--- src/rtl/minterm_sweep.sv ---
// Sweeps a 4-input minterm index across a,b,c,d and captures the SoP/PoS responses as truth tables.
// Optional SWEEP_EXPECT_EN adds an EXPECT parameter and an exp_err flag comparing both tables to it.
module minterm_sweep #(
  parameter int unsigned SETTLE = 1
`ifdef SWEEP_EXPECT_EN
  , parameter logic [15:0] EXPECT = 16'hD0C4
`endif
) (
  input  logic        clk,
  input  logic        rst_n,
  input  logic        start,
  input  logic        s1,
  input  logic        s2,
  output logic        a,
  output logic        b,
  output logic        c,
  output logic        d,
  output logic        busy,
  output logic        done,
  output logic [15:0] tt_sop,
  output logic [15:0] tt_pos,
  output logic [15:0] mismatch,
  output logic [4:0]  err_cnt
`ifdef SWEEP_EXPECT_EN
  , output logic      exp_err
`endif
);

  typedef enum logic [1:0] {ST_IDLE, ST_SETTLE, ST_SAMPLE, ST_DONE} state_t;

  localparam logic [3:0] RELOAD = 4'(SETTLE - 1);

  state_t     state_q, state_d;
  logic [3:0] idx_q;
  logic [3:0] cnt_q;

  assign {a, b, c, d} = idx_q;
  assign busy = (state_q == ST_SETTLE) || (state_q == ST_SAMPLE);
  assign done = (state_q == ST_DONE);

  always_comb begin
    state_d = state_q;
    case (state_q)
      ST_IDLE:   if (start) state_d = ST_SETTLE;
      ST_SETTLE: if (cnt_q == 4'd0) state_d = ST_SAMPLE;
      ST_SAMPLE: state_d = (idx_q == 4'hF) ? ST_DONE : ST_SETTLE;
      ST_DONE:   state_d = ST_IDLE;
      default:   state_d = ST_IDLE;
    endcase
  end

  always_ff @(posedge clk or negedge rst_n)
    if (!rst_n) state_q <= ST_IDLE;
    else        state_q <= state_d;

`ifdef SWEEP_EXPECT_EN
  // Tables as they will look after this edge's sample, so DONE entry sees minterm 15.
  logic [15:0] sop_w, pos_w;
  always_comb begin
    sop_w = tt_sop;
    pos_w = tt_pos;
    sop_w[idx_q] = s1;
    pos_w[idx_q] = s2;
  end

  always_ff @(posedge clk or negedge rst_n)
    if (!rst_n) exp_err <= 1'b0;
    else if (state_q == ST_IDLE && start) exp_err <= 1'b0;
    else if (state_q == ST_SAMPLE && idx_q == 4'hF)
      exp_err <= (sop_w != EXPECT) || (pos_w != EXPECT);
`endif

  always_ff @(posedge clk or negedge rst_n) begin
    if (!rst_n) begin
      idx_q    <= '0;
      cnt_q    <= '0;
      tt_sop   <= '0;
      tt_pos   <= '0;
      mismatch <= '0;
      err_cnt  <= '0;
    end else begin
      case (state_q)
        ST_IDLE: if (start) begin
          idx_q    <= '0;
          cnt_q    <= RELOAD;
          tt_sop   <= '0;
          tt_pos   <= '0;
          mismatch <= '0;
          err_cnt  <= '0;
        end
        ST_SETTLE: if (cnt_q != 4'd0) cnt_q <= cnt_q - 4'd1;
        ST_SAMPLE: begin
          tt_sop[idx_q]   <= s1;
          tt_pos[idx_q]   <= s2;
          mismatch[idx_q] <= s1 ^ s2;
          if ((s1 ^ s2) && err_cnt != 5'd16) err_cnt <= err_cnt + 5'd1;
          if (idx_q != 4'hF) begin
            idx_q <= idx_q + 4'd1;
            cnt_q <= RELOAD;
          end
        end
        default: ;
      endcase
    end
  end

endmodule

--- config.mk ---
export PLATFORM = sky130hd
export DESIGN_NAME = minterm_sweep
export DESIGN_NICKNAME = d
export VERILOG_FILES = /design/src/rtl/minterm_sweep.sv
export SDC_FILE = /design/constraint.sdc
export NUM_CORES = 1
export LEC_CHECK = 0
export ABC_AREA = 1
export BUFFER_PORTS_ARGS = -buffer_cell sky130_fd_sc_hd__buf_2
export CAP_MARGIN = 5
export CORE_MARGIN = 3
export CORE_UTILIZATION = 42
export CTS_CLUSTER_SIZE = 24
export DETAILED_ROUTE_END_ITERATION = 10
export PLACE_DENSITY = 0.73
export SETUP_SLACK_MARGIN = 0.05
export SLEW_MARGIN = 0
export SYNTH_ARGS = -nofsm -noshare
export SYNTH_HDL_FRONTEND = slang
export SYNTH_SLANG_ARGS = --single-unit
--- constraint.sdc ---
create_clock -name clk -period 3.1 [get_ports clk]
set_input_delay 0 -clock clk [delete_from_list [all_inputs] [get_ports clk]]
set_output_delay 0 -clock clk [all_outputs]
set_load 0.005 [all_outputs]
**Word level (Yosys, flattened, before mapping)**

Cells that the tools add are included.

- Muxes and demuxes: 22
- Bitwise logic cells: 1
- Reduce and logical (&&, ||, !) cells: 13
- Magnitude comparators: 2
- Equal/unequal tests: 11
- Add/subtract/negate cells: 3

Operators with widths:

| cell | count |
|---|---|
| 16-bit case mux with 2 select lines | 3 |
| 16-bit bitwise mux | 3 |
| 16-bit two-way mux | 1 |
| 4-bit two-way mux | 4 |
| 4-bit case mux with 3 select lines | 1 |
| 5-bit two-way mux | 2 |
| 5-bit case mux with 2 select lines | 1 |
| 2-bit by 1-bit != test with 1-bit output (second input constant) | 4 |
| 2-bit case mux with 4 select lines | 1 |
| 4-bit case mux with 2 select lines | 1 |
| 2-bit two-way mux | 3 |
| 3-bit AND reduction | 2 |
| 5-bit by 1-bit adder with 5-bit output (second input constant) | 1 |
| 4-bit by 5-bit < comparator with 1-bit output (second input constant) | 1 |
| 5-bit != test (second input constant) | 1 |
| 4-bit by 1-bit adder with 4-bit output (second input constant) | 1 |
| 1-bit demux with 4-bit select | 1 |
| 2-bit equality test (second input constant) | 2 |
| 4-bit equality test (second input constant) | 1 |
| 4-bit by 1-bit >= comparator with 1-bit output (second input constant) | 1 |
| 4-bit zero test | 1 |
| 4-bit != test (second input constant) | 1 |
| 2-bit AND reduction | 2 |
| 4-bit AND reduction | 1 |
| other kinds (11) | 12 |

- Input bits: 5
- Word-level logic and storage cells: 59
- Flip-flop bits (word level): 63
- Output and inout bits: 59

**Depth between registers and ports, before layout**

Gate-level depths: netlist of run 1.

- Depth after elaboration: 6
- Gate-level depth with buffers: 10
- Gate-level depth less buffers: 10

**Worst setup path before layout of run 1**

OpenSTA, ideal clock, no wires.

- Kind: flip-flop to flip-flop
- From: register state_q[0]
- To: register mismatch[10]
- Path slack: 1,661 ps
- Stages on the path, launching flop included: 7
- Period minus slack after synthesis: 1,439 ps
- Required time: 2,969 ps
- Arrival time: 1,308 ps
- Cells stage by stage: dfrtp_1 > inv_1 > ha_1 > buf_4 > buf_4 > a21oi_1 > o22ai_1

- Longest elaborated chain between the ends: 3

RTL lines:

| element | RTL line | source |
|---|---|---|
| start, declared | 33 | `state_t state_q, state_d;` |
| start signal, assigned | 54 | `else state_q <= state_d;` |
| 2-bit equality test or 2-bit zero test (tied branches) | 82 | `case (state_q)` |
| 2-bit nonzero test (no line) or 2-bit != test (tied branches) | n/a |  |
| 2-bit AND reduction (no line) | n/a |  |
| end signal, assigned by index | 95 | `mismatch[idx_q] <= s1 ^ s2;` |
| end, declared | 22 | `output logic [15:0] mismatch,` |

Several ways; a longest one is shown, not always the timed one.
A chain may end at the register's enable or synchronous reset.

**Worst setup path in the final report of run 1**

- From: register state_q[0]
- To: register tt_pos[14]

- Longest elaborated chain between the ends: 3

RTL lines:

| element | RTL line | source |
|---|---|---|
| 2-bit equality test or 2-bit zero test (tied branches) | 82 |  |
| 2-bit nonzero test (no line) or 2-bit != test (tied branches) | n/a |  |
| 2-bit AND reduction (no line) | n/a |  |
| end signal, assigned | 78 | `tt_pos <= '0;` |
| end signal, assigned | 87 | `tt_pos <= '0;` |
| end signal, assigned by index | 94 | `tt_pos[idx_q] <= s2;` |
| end, declared | 21 | `output logic [15:0] tt_pos,` |

Several ways; a longest one is shown, not always the timed one.

==> metrics.md, run 1 <==
| Metric | Value |
|---|---|
| Gr usage total | `18.12%` |
| Power density over the cells | `795.0 nW/um^2` |
| Mapped Nets | `370` |
| Critical Path RT | `3.31 ns` |
| DR vias/cell | `4.937` |
| DRT Pass-1 Iters | `4` |
| Die Height | `90.17 um` |
| CTS buffer count | `9` |
| Post-synthesis sequential element count | `63` |
| H-tree depth | `3` |
| Hold crit path type | `in2reg` |
| Sequential power share | `37.6%` |
| Initial Util | `43.55%` |
| HPWL Detailed | `4996 um` |
| Grt ovf | `0` |
| Via count | `2572` |
| Setup crit end kind | `flip-flop` |
| # hold bufs at CTS | `1` |
| Mean Syn Cell Area | `8.429 um^2` |
| DRT antenna net count | `0` |
| Synth unique cells | `19` |
| DRC | `0` |
| Final Max Tran Viols | `0` |
| Combinational power share | `35.5%` |
| Clock Root Buffer | `clkbuf_8` |
| Clk_lat worst skew | `0.34 ns` |
| Post-Synthesis Cells | `353` |
| Post-CTS resize count | `0` |
| CTS tree | `yes` |
| Switching Fraction | `38.57%` |
| Critical Path AT | `2.35 ns` |
| Fin crit period | `2.134 ns` |
| Hold_ws | `0.1355 ns` |
| Area growth, synth to finish | `19.72%` |
| Worst-Margin Slew | `0.8769 ns` |
| Max-cap violations | `0` |
| Final GP Congestion | `0.8090` |
| Initial antenna violation count | `0` |
| CTS clk-pin slew, worst paths | `0.07 ns` |
| Final Power | `2.832 mW` |
| Worst ir drop on vdd | `0.0003626 V` |
| Die ar. | `8130 um^2` |
| Post-route cell area | `3562 um^2` |
| Power share of the clock group | `26.8%` |
| Setup bufs post-CTS | `0` |
| Internal Power | `1.740 mW` |
| Routed len/inst | `13.42 um` |
| Final Util | `52.14%` |
| # setup viols final | `0` |
| Final Hold Viols | `0` |
| Inserted Diodes | `0` |
| Fin crit share | `68.82%` |
| Pin count of the biggest net entering global routing | `42` |
| Critical path peak fanout | `22` |
| Maximum root-to-sink buffer count | `2` |
| Post-Syn Area | `2975 um^2` |
| Setup ws final | `0.9664 ns` |
| Layout Nets | `437` |
| Switch Pwr | `1.092 mW` |
| Final Non-Filler Cells | `521` |
| Row count | `30` |
| Seq/Total Area, Yosys | `52.99%` |
| Boundary pin count | `64` |
| Setup_tns | `0 ns` |
| Drt total wl | `6991 um` |
| Slew HR | `41.54%` |
| Synth Warn # | `0` |
| Pre-CTS WS | `1.004 ns` |
| Fmax | `0.4687 GHz` |
| Startpoint types | `flip-flop` |
| Vias in the first global route | `2529` |
| PortBufs | `63` |
| Crit path kind | `reg2reg` |
| RSZ-0062 raised after global routing | `no` |
| Core Box Area | `6832 um^2` |
| First-pass GRT wire length | `11990 um` |
| Multi-input gate area | `1181 um^2` |
| Placed cell area | `3347 um^2` |
| Final Skew | `0.007849 ns` |
| Filler cells | `654` |
| Share of layout cells above drive strength 1 | `19.53%` |
| Clock tree sinks | `63` |
| Leak | `1.854 nW` |
| Outcome | `complete, no violations` |
| Cells after DPL | `504` |
| Die X | `90.17 um` |
| DRT iter0 DRCs | `104` |
| Sequential Area | `1577 um^2` |
path summary, 6_finish.rpt:
kind | from | endpoint | slack, ns | cells after the start
max | state_q[0]$_DFFE_PN0P_ | tt_pos[14]$_DFFE_PN0P_ | 0.97 | 8
min | start | idx_q[0]$_DFFE_PN0P_ | 0.14 | 5
max reg2reg | state_q[0]$_DFFE_PN0P_ | tt_pos[14]$_DFFE_PN0P_ | 0.97 | 8
min reg2reg | tt_sop[3]$_DFFE_PN0P_ | tt_sop[3]$_DFFE_PN0P_ | 0.48 | 2
max in group asynchronous | rst_n | mismatch[1]$_DFFE_PN0P_ | 1.94 | 3
min in group asynchronous | rst_n | tt_pos[2]$_DFFE_PN0P_ | 0.31 | 2
Yosys cell counts:
cell       n  area [um^2]
nand2_1  116        435.4
dfrtp_1   63         1577
inv_1     36        135.1
o21ai_0   31        155.2
o21ai_1   24        120.1
nand3_1   23        115.1
nor2_1    14        52.55
ha_1      12        150.1
nand4_1    7        43.79
o22ai_1    6        37.54
buf_4      4        30.03
a21oi_1    3        15.01
buf_2      3        15.01
buf_6      3        33.78
nand2_2    3        18.77
xor2_1     2        17.52
inv_2      1        3.750
nor2_4     1        11.26
xnor2_1    1        8.760
sequential cells by signal, indices dropped and copies added (netlist names):
name	flops
tt_sop	16
mismatch	16
cnt_q	4
state_q	2
tt_pos	16
idx_q	4
err_cnt	5
critical path, stage by stage, from the launching register on:
cell	delay, ns
dfrtp_1	0.41
inv_1	0.11
ha_1	0.24
inv_1	0.10
nand2_1	0.05
nand2_1	0.56
o21ai_0	0.32
nand2_1	0.12
o21ai_0	0.09
final cells by class:
type	instances	share of cell area (%)
clock buffers	12	3.793
clock inverters	4	1.967
inverters	37	3.899
multi-input cells	243	33.16
flip-flops and latches	63	44.26
well taps	96	3.372
repair buffers	66	9.554
placed cells by master (no fill, tap or decap), types with 7 or more instances in the layout:
cell and n:
nand2_1 116, dfrtp_1 63, buf_2 63, inv_1 36
o21ai_0 31, o21ai_1 24, nand3_1 23, nor2_1 14
ha_1 12, clkbuf_8 9, nand4_1 7
power groups by stage:
stage | Clock, mW | Combinational [mW] | Sequential (mW)
after floorplan | 0 | 0.712 | 1.07
after global placement | 0 | 0.970 | 1.07
after detailed placement | 0 | 1.01 | 1.08
after CTS | 0.773 | 1.01 | 1.07
after global routing | 0.812 | 1.15 | 1.09
final | 0.760 | 1.01 | 1.07
routing by layer:
| layer | GRT usage (%) | wire (um) |
|---|---|---|
| met1 | 23.42 | 3167 |
| met2 | 29.62 | 3269 |
| met3 | 4.937 | 460 |
| met4 | 5.740 | 93 |
| met5 | 0 | 0 |
cells by family (layout without fill, tap and decap cells):
kind of cell | count (synthesis) | in the layout | share of synthesized area (%)
and+or+nand+nor | 164 | 164 | 22.75
AOI/OAI and AO/OA | 64 | 64 | 11.02
adders and majority gates | 12 | 12 | 5.046
DFF | 63 | 63 | 52.99
xor gates and xnor gates | 3 | 3 | 0.8833
buffers and inverters | 47 | 119 | 7.317
Power figures use the tool's default switching activity.
==> inputs of run 2 (changes only) <==
--- a/config.mk
+++ b/config.mk
@@ -12,7 +12,7 @@
 export CORE_UTILIZATION = 42
 export CTS_CLUSTER_SIZE = 24
 export DETAILED_ROUTE_END_ITERATION = 10
-export PLACE_DENSITY = 0.73
+export PLACE_DENSITY = 0.76
 export SETUP_SLACK_MARGIN = 0.05
 export SLEW_MARGIN = 0
 export SYNTH_ARGS = -nofsm -noshare
==> constraint.sdc (replaced) <==
create_clock -name clk -period 1.9 [get_ports clk]
set_input_delay 0 -clock clk [delete_from_list [all_inputs] [get_ports clk]]
set_output_delay 0 -clock clk [all_outputs]
set_load 0.005 [all_outputs]
==> metrics.md, run 2 (same netlist as run 1, synthesis figures left out) <==
| Metric | Value |
|---|---|
| Outcome | `complete, no violations` |
| Startpoint types | `flip-flop` |
| Final Power | `4.614 mW (+63%)` |
| Fin crit period | `1.727 ns (-0.4069 ns)` |
| Hold crit path type | `in2reg` |
| Die X | `90.17 um (unchanged)` |
| Fmax | `0.5791 GHz (+24%)` |
| Via count | `2557 (-0.58%)` |
| Final Max Tran Viols | `0 (unchanged)` |
| Core Box Area | `6832 um^2 (unchanged)` |
| Pin count of the biggest net entering global routing | `64 (+52%)` |
| Critical Path AT | `1.97 ns (-0.38 ns)` |
| First-pass GRT wire length | `11660 um (-2.7%)` |
| Commonest non-fill, non-tap cell in the layout | `nand2_1` |
| Worst ir drop on vdd | `0.0005552 V (+53%)` |
| Fin crit share | `90.88% (+22 points)` |
| Vias in the first global route | `2452 (-3.0%)` |
| Gr usage total | `17.61% (-0.51 points)` |
| CTS clk-pin slew, worst paths | `0.06 ns (about the same)` |
| Initial Util | `43.55% (unchanged)` |
| Grt ovf | `0 (unchanged)` |
| Max-cap violations | `0 (unchanged)` |
| Drt total wl | `6904 um (-1.2%)` |
| Maximum root-to-sink buffer count | `2 (unchanged)` |
| Boundary pin count | `64 (unchanged)` |
| Die ar. | `8130 um^2 (unchanged)` |
| HPWL Detailed | `4918 um (-1.6%)` |
| DRC | `0 (unchanged)` |
| Row count | `30 (unchanged)` |
| Hold_ws | `0.1150 ns (-0.02048 ns)` |
| Layout Nets | `440 (+0.69%)` |
| Commonest non-fill, non-tap cells in the layout | `114 x nand2_1, 63 x dfrtp_1, 63 x buf_2` |
| Clock Root Buffer | `clkbuf_8` |
| Setup crit end kind | `flip-flop` |
| Critical Path RT | `2.15 ns (-1.16 ns)` |
| Inserted Diodes | `0 (unchanged)` |
| Setup_tns | `0 ns (unchanged)` |
| Routed len/inst | `13.20 um (-1.6%)` |
| Clk_lat worst skew | `0.34 ns (about the same)` |
| Multi-input gate area | `1196 um^2 (+1.3%)` |
| Placed cell area | `3382 um^2 (+1.0%)` |
| CTS buffer count | `9 (unchanged)` |
| Crit path kind | `reg2reg` |
| Die Height | `90.17 um (unchanged)` |
| Final Hold Viols | `0 (unchanged)` |
| Initial antenna violation count | `0 (unchanged)` |
| RSZ-0062 raised after global routing | `yes` |
| Share of layout cells above drive strength 1 | `21.08% (+1.5 points)` |
| Filler cells | `643 (-1.7%)` |
| Critical path peak fanout | `15 (-32%)` |
| CTS tree | `yes` |
| DRT antenna net count | `0 (unchanged)` |
| Leak | `1.881 nW (+1.4%)` |
| DRT iter0 DRCs | `118 (+13%)` |
| Slew HR | `69.20% (+28 points)` |
| Clock tree sinks | `63 (unchanged)` |
| Top Registers | `mismatch: 16 flops, tt_pos: 16 flops, tt_sop: 16 flops` |
| Area growth, synth to finish | `21.15%` |
| Worst-Margin Slew | `0.4619 ns (-0.4150 ns)` |
| Sequential Area | `1577 um^2 (unchanged)` |
| H-tree depth | `3 (unchanged)` |
| # setup viols final | `0 (unchanged)` |
| Power density over the cells | `1280 nW/um^2 (+61%)` |
| Setup bufs post-CTS | `0 (unchanged)` |
| DRT Pass-1 Iters | `4 (unchanged)` |
| Final GP Congestion | `0.7853 (-2.9%)` |
| PortBufs | `63 (unchanged)` |
| Post-route cell area | `3605 um^2 (+1.2%)` |
| Final Skew | `0.008269 ns (+0.0004207 ns)` |
| DR vias/cell | `4.889 (-0.96%)` |
| Final Util | `52.77% (+0.62 points)` |
run 2: changes by cell type in the layout (fill, tap and decap cells not counted), sizes merged:
| cell | before | now |
|---|---|---|
| bufinv | 2 | 1 |
| buf | 65 | 68 |
| clkinv | 2 | 1 |
| clkinvlp | 0 | 1 |
run 2: final cells by class:
class | count | area share [%]
flip-flops and latches | 63 | 43.73
multi-input cells | 243 | 33.18
repair buffers | 69 | 10.41
clock buffers | 12 | 4.304
inverters | 37 | 3.853
well taps | 96 | 3.332
clock inverters | 3 | 1.180
run 2: worst paths after layout:
| kind | startpoint | endpoint | slack, ns | cells after the start |
|---|---|---|---|---|
| setup / recovery | state_q[0]$_DFFE_PN0P_ | state_q[1]$_DFFE_PN0P_ | 0.17 | 7 |
| hold / removal | start | idx_q[0]$_DFFE_PN0P_ | 0.11 | 5 |
| setup reg to reg | state_q[0]$_DFFE_PN0P_ | state_q[1]$_DFFE_PN0P_ | 0.17 | 7 |
| hold reg to reg | tt_sop[5]$_DFFE_PN0P_ | tt_sop[5]$_DFFE_PN0P_ | 0.48 | 2 |
| max in group asynchronous | rst_n | tt_pos[12]$_DFFE_PN0P_ | 1.44 | 3 |
| min in group asynchronous | rst_n | tt_sop[2]$_DFFE_PN0P_ | 0.19 | 3 |
run 2: metrics by stage:
step | std cells | setup slack, ns
after global placement | 507 | 0.1773
after detailed placement | 507 | 0.1453
after CTS | 523 | 0.1387
after global routing | 523 | 0.002014
after floorplan | 353 | 0.4606
final | 523 | 0.1733
run 2: worst max-delay path, cell delays in order, from the launching register on:
cell and delay, ns:
dfrtp_1 0.42, inv_1 0.12, ha_1 0.24, buf_4 0.23, nand4_1 0.23, o21ai_0 0.23
nand2_1 0.06, o21ai_0 0.09
run 2: metal layers:
metal	GRT usage, %	share of wire (%)	vias to the layer above
met2	28.50	48	62
li1	-	-	1275
met4	5.612	1.3	0
met5	0	0	-
met3	4.770	5.2	10
met1	23.00	46	1210
run 2: timing repair:
item,in CTS,in global routing
resized for setup,0,4
setup endpoints to repair,0,18
endpoints found under the hold margin,63,0
hold buffers,1,0
run 2: power by group:
part | switching [mW] | internal [mW] | total (mW)
registers | 0.191 | 1.56 | 1.75
logic | 1.11 | 0.599 | 1.70
clock network | 0.493 | 0.668 | 1.16
total | 1.79 | 2.82 | 4.61
==> inputs of run 3 (changes only) <==
--- a/config.mk
+++ b/config.mk
@@ -8,6 +8,7 @@
 export ABC_AREA = 1
 export BUFFER_PORTS_ARGS = -buffer_cell sky130_fd_sc_hd__buf_2
 export CAP_MARGIN = 5
+export CORE_ASPECT_RATIO = 1.25
 export CORE_MARGIN = 3
 export CORE_UTILIZATION = 42
 export CTS_CLUSTER_SIZE = 24
==> metrics.md, run 3 (same netlist as run 1, synthesis figures left out) <==
| Metric | Value |
|---|---|
| Power density over the cells | `1328 nW/um^2 (+3.8%)` |
| Crit path max-delay cell type | `dfrtp_1` |
| Boundary pin count | `64 (unchanged)` |
| Crit path kind | `reg2reg` |
| Worst-Margin Slew | `0.6617 ns (+0.1997 ns)` |
| Drt total wl | `7173 um (+3.9%)` |
| Initial Util | `44.21% (+0.66 points)` |
| Setup_tns | `0 ns (unchanged)` |
| Pin count of the biggest net entering global routing | `36 (-44%)` |
| Grt ovf | `0 (unchanged)` |
| Vias in the first global route | `2566 (+4.6%)` |
| Filler cells | `614 (-4.5%)` |
| Crit-path max cell delay | `0.40 ns (-0.02 ns)` |
| DR top layer | `met4` |
| First-pass GRT wire length | `12330 um (+5.7%)` |
| Sequential Area | `1577 um^2 (unchanged)` |
| Critical path peak fanout | `16 (+1)` |
| DRT Pass-1 Iters | `5 (+1)` |
| Gr usage total | `19.81% (+2.2 points)` |
| CTS buffer count | `9 (unchanged)` |
| HP Start | `start` |
| H-tree depth | `3 (unchanged)` |
| Final GP Congestion | `0.8399 (+7.0%)` |
| Area growth, synth to finish | `22.12%` |
| Fin crit share | `89.98% (-0.90 points)` |
| Hold crit path type | `in2reg` |
| Metal1 wirelength | `3044 um (-3.3%)` |
| Die Height | `100.1 um (+11%)` |
| Worst ir drop on vdd | `0.0006038 V (+8.7%)` |
| DR vias/cell | `4.975 (+1.8%)` |
| CTS clk-pin slew, worst paths | `0.07 ns (about the same)` |
| Clk_lat worst skew | `0.34 ns (about the same)` |
| Inserted Diodes | `0 (unchanged)` |
| DRT antenna net count | `0 (unchanged)` |
| Slew HR | `55.89% (-13 points)` |
| Fmax | `0.5849 GHz (+1.0%)` |
| Startpoint types | `flip-flop` |
| Core Box Area | `6730 um^2 (-1.5%)` |
| Share of layout cells above drive strength 1 | `21.45% (+0.37 points)` |
| Wire length on met2 | `3678 um (+11%)` |
| Layout Nets | `442 (+0.45%)` |
| Via count | `2567 (+0.39%)` |
| Critical Path RT | `2.11 ns (-0.04 ns)` |
| RSZ-0062 raised after global routing | `yes` |
| DRC | `0 (unchanged)` |
| Pre-CTS WS | `0.1860 ns (+0.04073 ns)` |
| Clock tree sinks | `63 (unchanged)` |
| Initial antenna violation count | `0 (unchanged)` |
| Die X | `81.28 um (-9.9%)` |
| Commonest non-fill, non-tap cells in the layout | `115 x nand2_1, 63 x dfrtp_1, 63 x buf_2` |
| Outcome | `complete, no violations` |
| Max-cap violations | `0 (unchanged)` |
| Final Max Tran Viols | `0 (unchanged)` |
| # setup viols final | `0 (unchanged)` |
| Final Skew | `0.006754 ns (-0.001516 ns)` |
| HPWL Detailed | `5074 um (+3.2%)` |
| Critical Path AT | `1.92 ns (-0.05 ns)` |
| Final Hold Viols | `0 (unchanged)` |
| Reg2Reg Launch Point | `state_q[1]$_DFFE_PN0P_` |
| Worst path cell trace | `inv_1 > ha_1 > inv_1 > nor2_1 > nor2_4 > nand2_2 > o21ai_0` |
| Multi-input gate area | `1189 um^2 (-0.63%)` |
| PortBufs | `63 (unchanged)` |
| Die ar. | `8136 um^2 (about the same)` |
| Leak | `1.902 nW (+1.1%)` |
| Row count | `33 (+10%)` |
| Maximum root-to-sink buffer count | `2 (unchanged)` |
| Most frequent CP cell | `inv_1` |
| Top Registers | `mismatch: 16 flops, tt_pos: 16 flops, tt_sop: 16 flops` |
| Routed len/inst | `13.90 um (+5.3%)` |
| DRT iter0 DRCs | `161 (+36%)` |
| Setup crit end kind | `flip-flop` |
| Fin crit period | `1.710 ns (-0.01711 ns)` |
| Worst Setup SP | `state_q[1]$_DFFE_PN0P_` |
| Commonest non-fill, non-tap cell in the layout | `nand2_1` |
| Final Power | `4.826 mW (+4.6%)` |
| Setup ws final | `0.1904 ns (+0.01711 ns)` |
| Met3 Routed Length | `330 um (-8.6%)` |
| CTS tree | `yes` |
| Clock Root Buffer | `clkbuf_8` |
-- run 3: final cells by class --
type                            count  area share [%]
Sequential cell                    63           43.39
Multi-Input combinational cell    243           32.71
Timing Repair Buffer               71           10.74
Clock inverter                      3           1.791
Tap cell                           87           2.996
Clock buffer                       12           4.545
Inverter                           37           3.822
-- run 3: critical path, delay by kind of cell (launching register included) --
family | cells | cell delay (ns)
AND/OR/NAND/NOR | 3 | 0.58
flip-flops | 1 | 0.40
buffers and inverters | 2 | 0.24
adder cells (fa/ha/maj) | 1 | 0.23
AO/OA/AOI/OAI | 1 | 0.14
-- run 3: per-stage QoR --
step / area (um^2) / cells / hold WS (ns) / utilization [%]
final: 3633 / 516 / 0.1339 / 53.99
after global routing: 3633 / 516 / 0.1561 / 53.99
after CTS: 3611 / 514 / 0.1116 / 53.65
after detailed placement: 3371 / 498 / 0.06964 / 50.08
after global placement: 3371 / 498 / 0.06824 / 50.08
after floorplan: 2975 / 353 / -0.2956 / -
-- run 3: layer usage --
metal	GRT usage, %	vias to the layer above
met5	0	-
met4	7.542	0
met3	4.937	7
met2	33.06	70
met1	24.40	1206
li1	-	1284
-- run 3: repair_timing --
action	4_1_cts	5_1_grt
hold buffers	1	0
setup buffers	0	2
gates resized for setup	0	2
setup endpoints to repair	0	39
hold endpoints to repair	28	0
-- run 3: final timing paths --
path / endpoint / slack, ns / cells after the start
worst min-delay path: idx_q[0]$_DFFE_PN0P_ / 0.13 / 5
min in group asynchronous: tt_sop[15]$_DFFE_PN0P_ / 0.23 / 2
worst min register to register: tt_sop[5]$_DFFE_PN0P_ / 0.48 / 2
worst max register to register: tt_sop[1]$_DFFE_PN0P_ / 0.19 / 7
worst max-delay path: tt_sop[1]$_DFFE_PN0P_ / 0.19 / 7
max in group asynchronous: mismatch[10]$_DFFE_PN0P_ / 1.06 / 3
-- run 3: power breakdown --
group,switching (mW),internal (mW),leakage [nW]
registers,0.193,1.56,0.866
clock network,0.505,0.837,0.118
logic,1.12,0.618,0.918
total,1.82,3.01,1.90
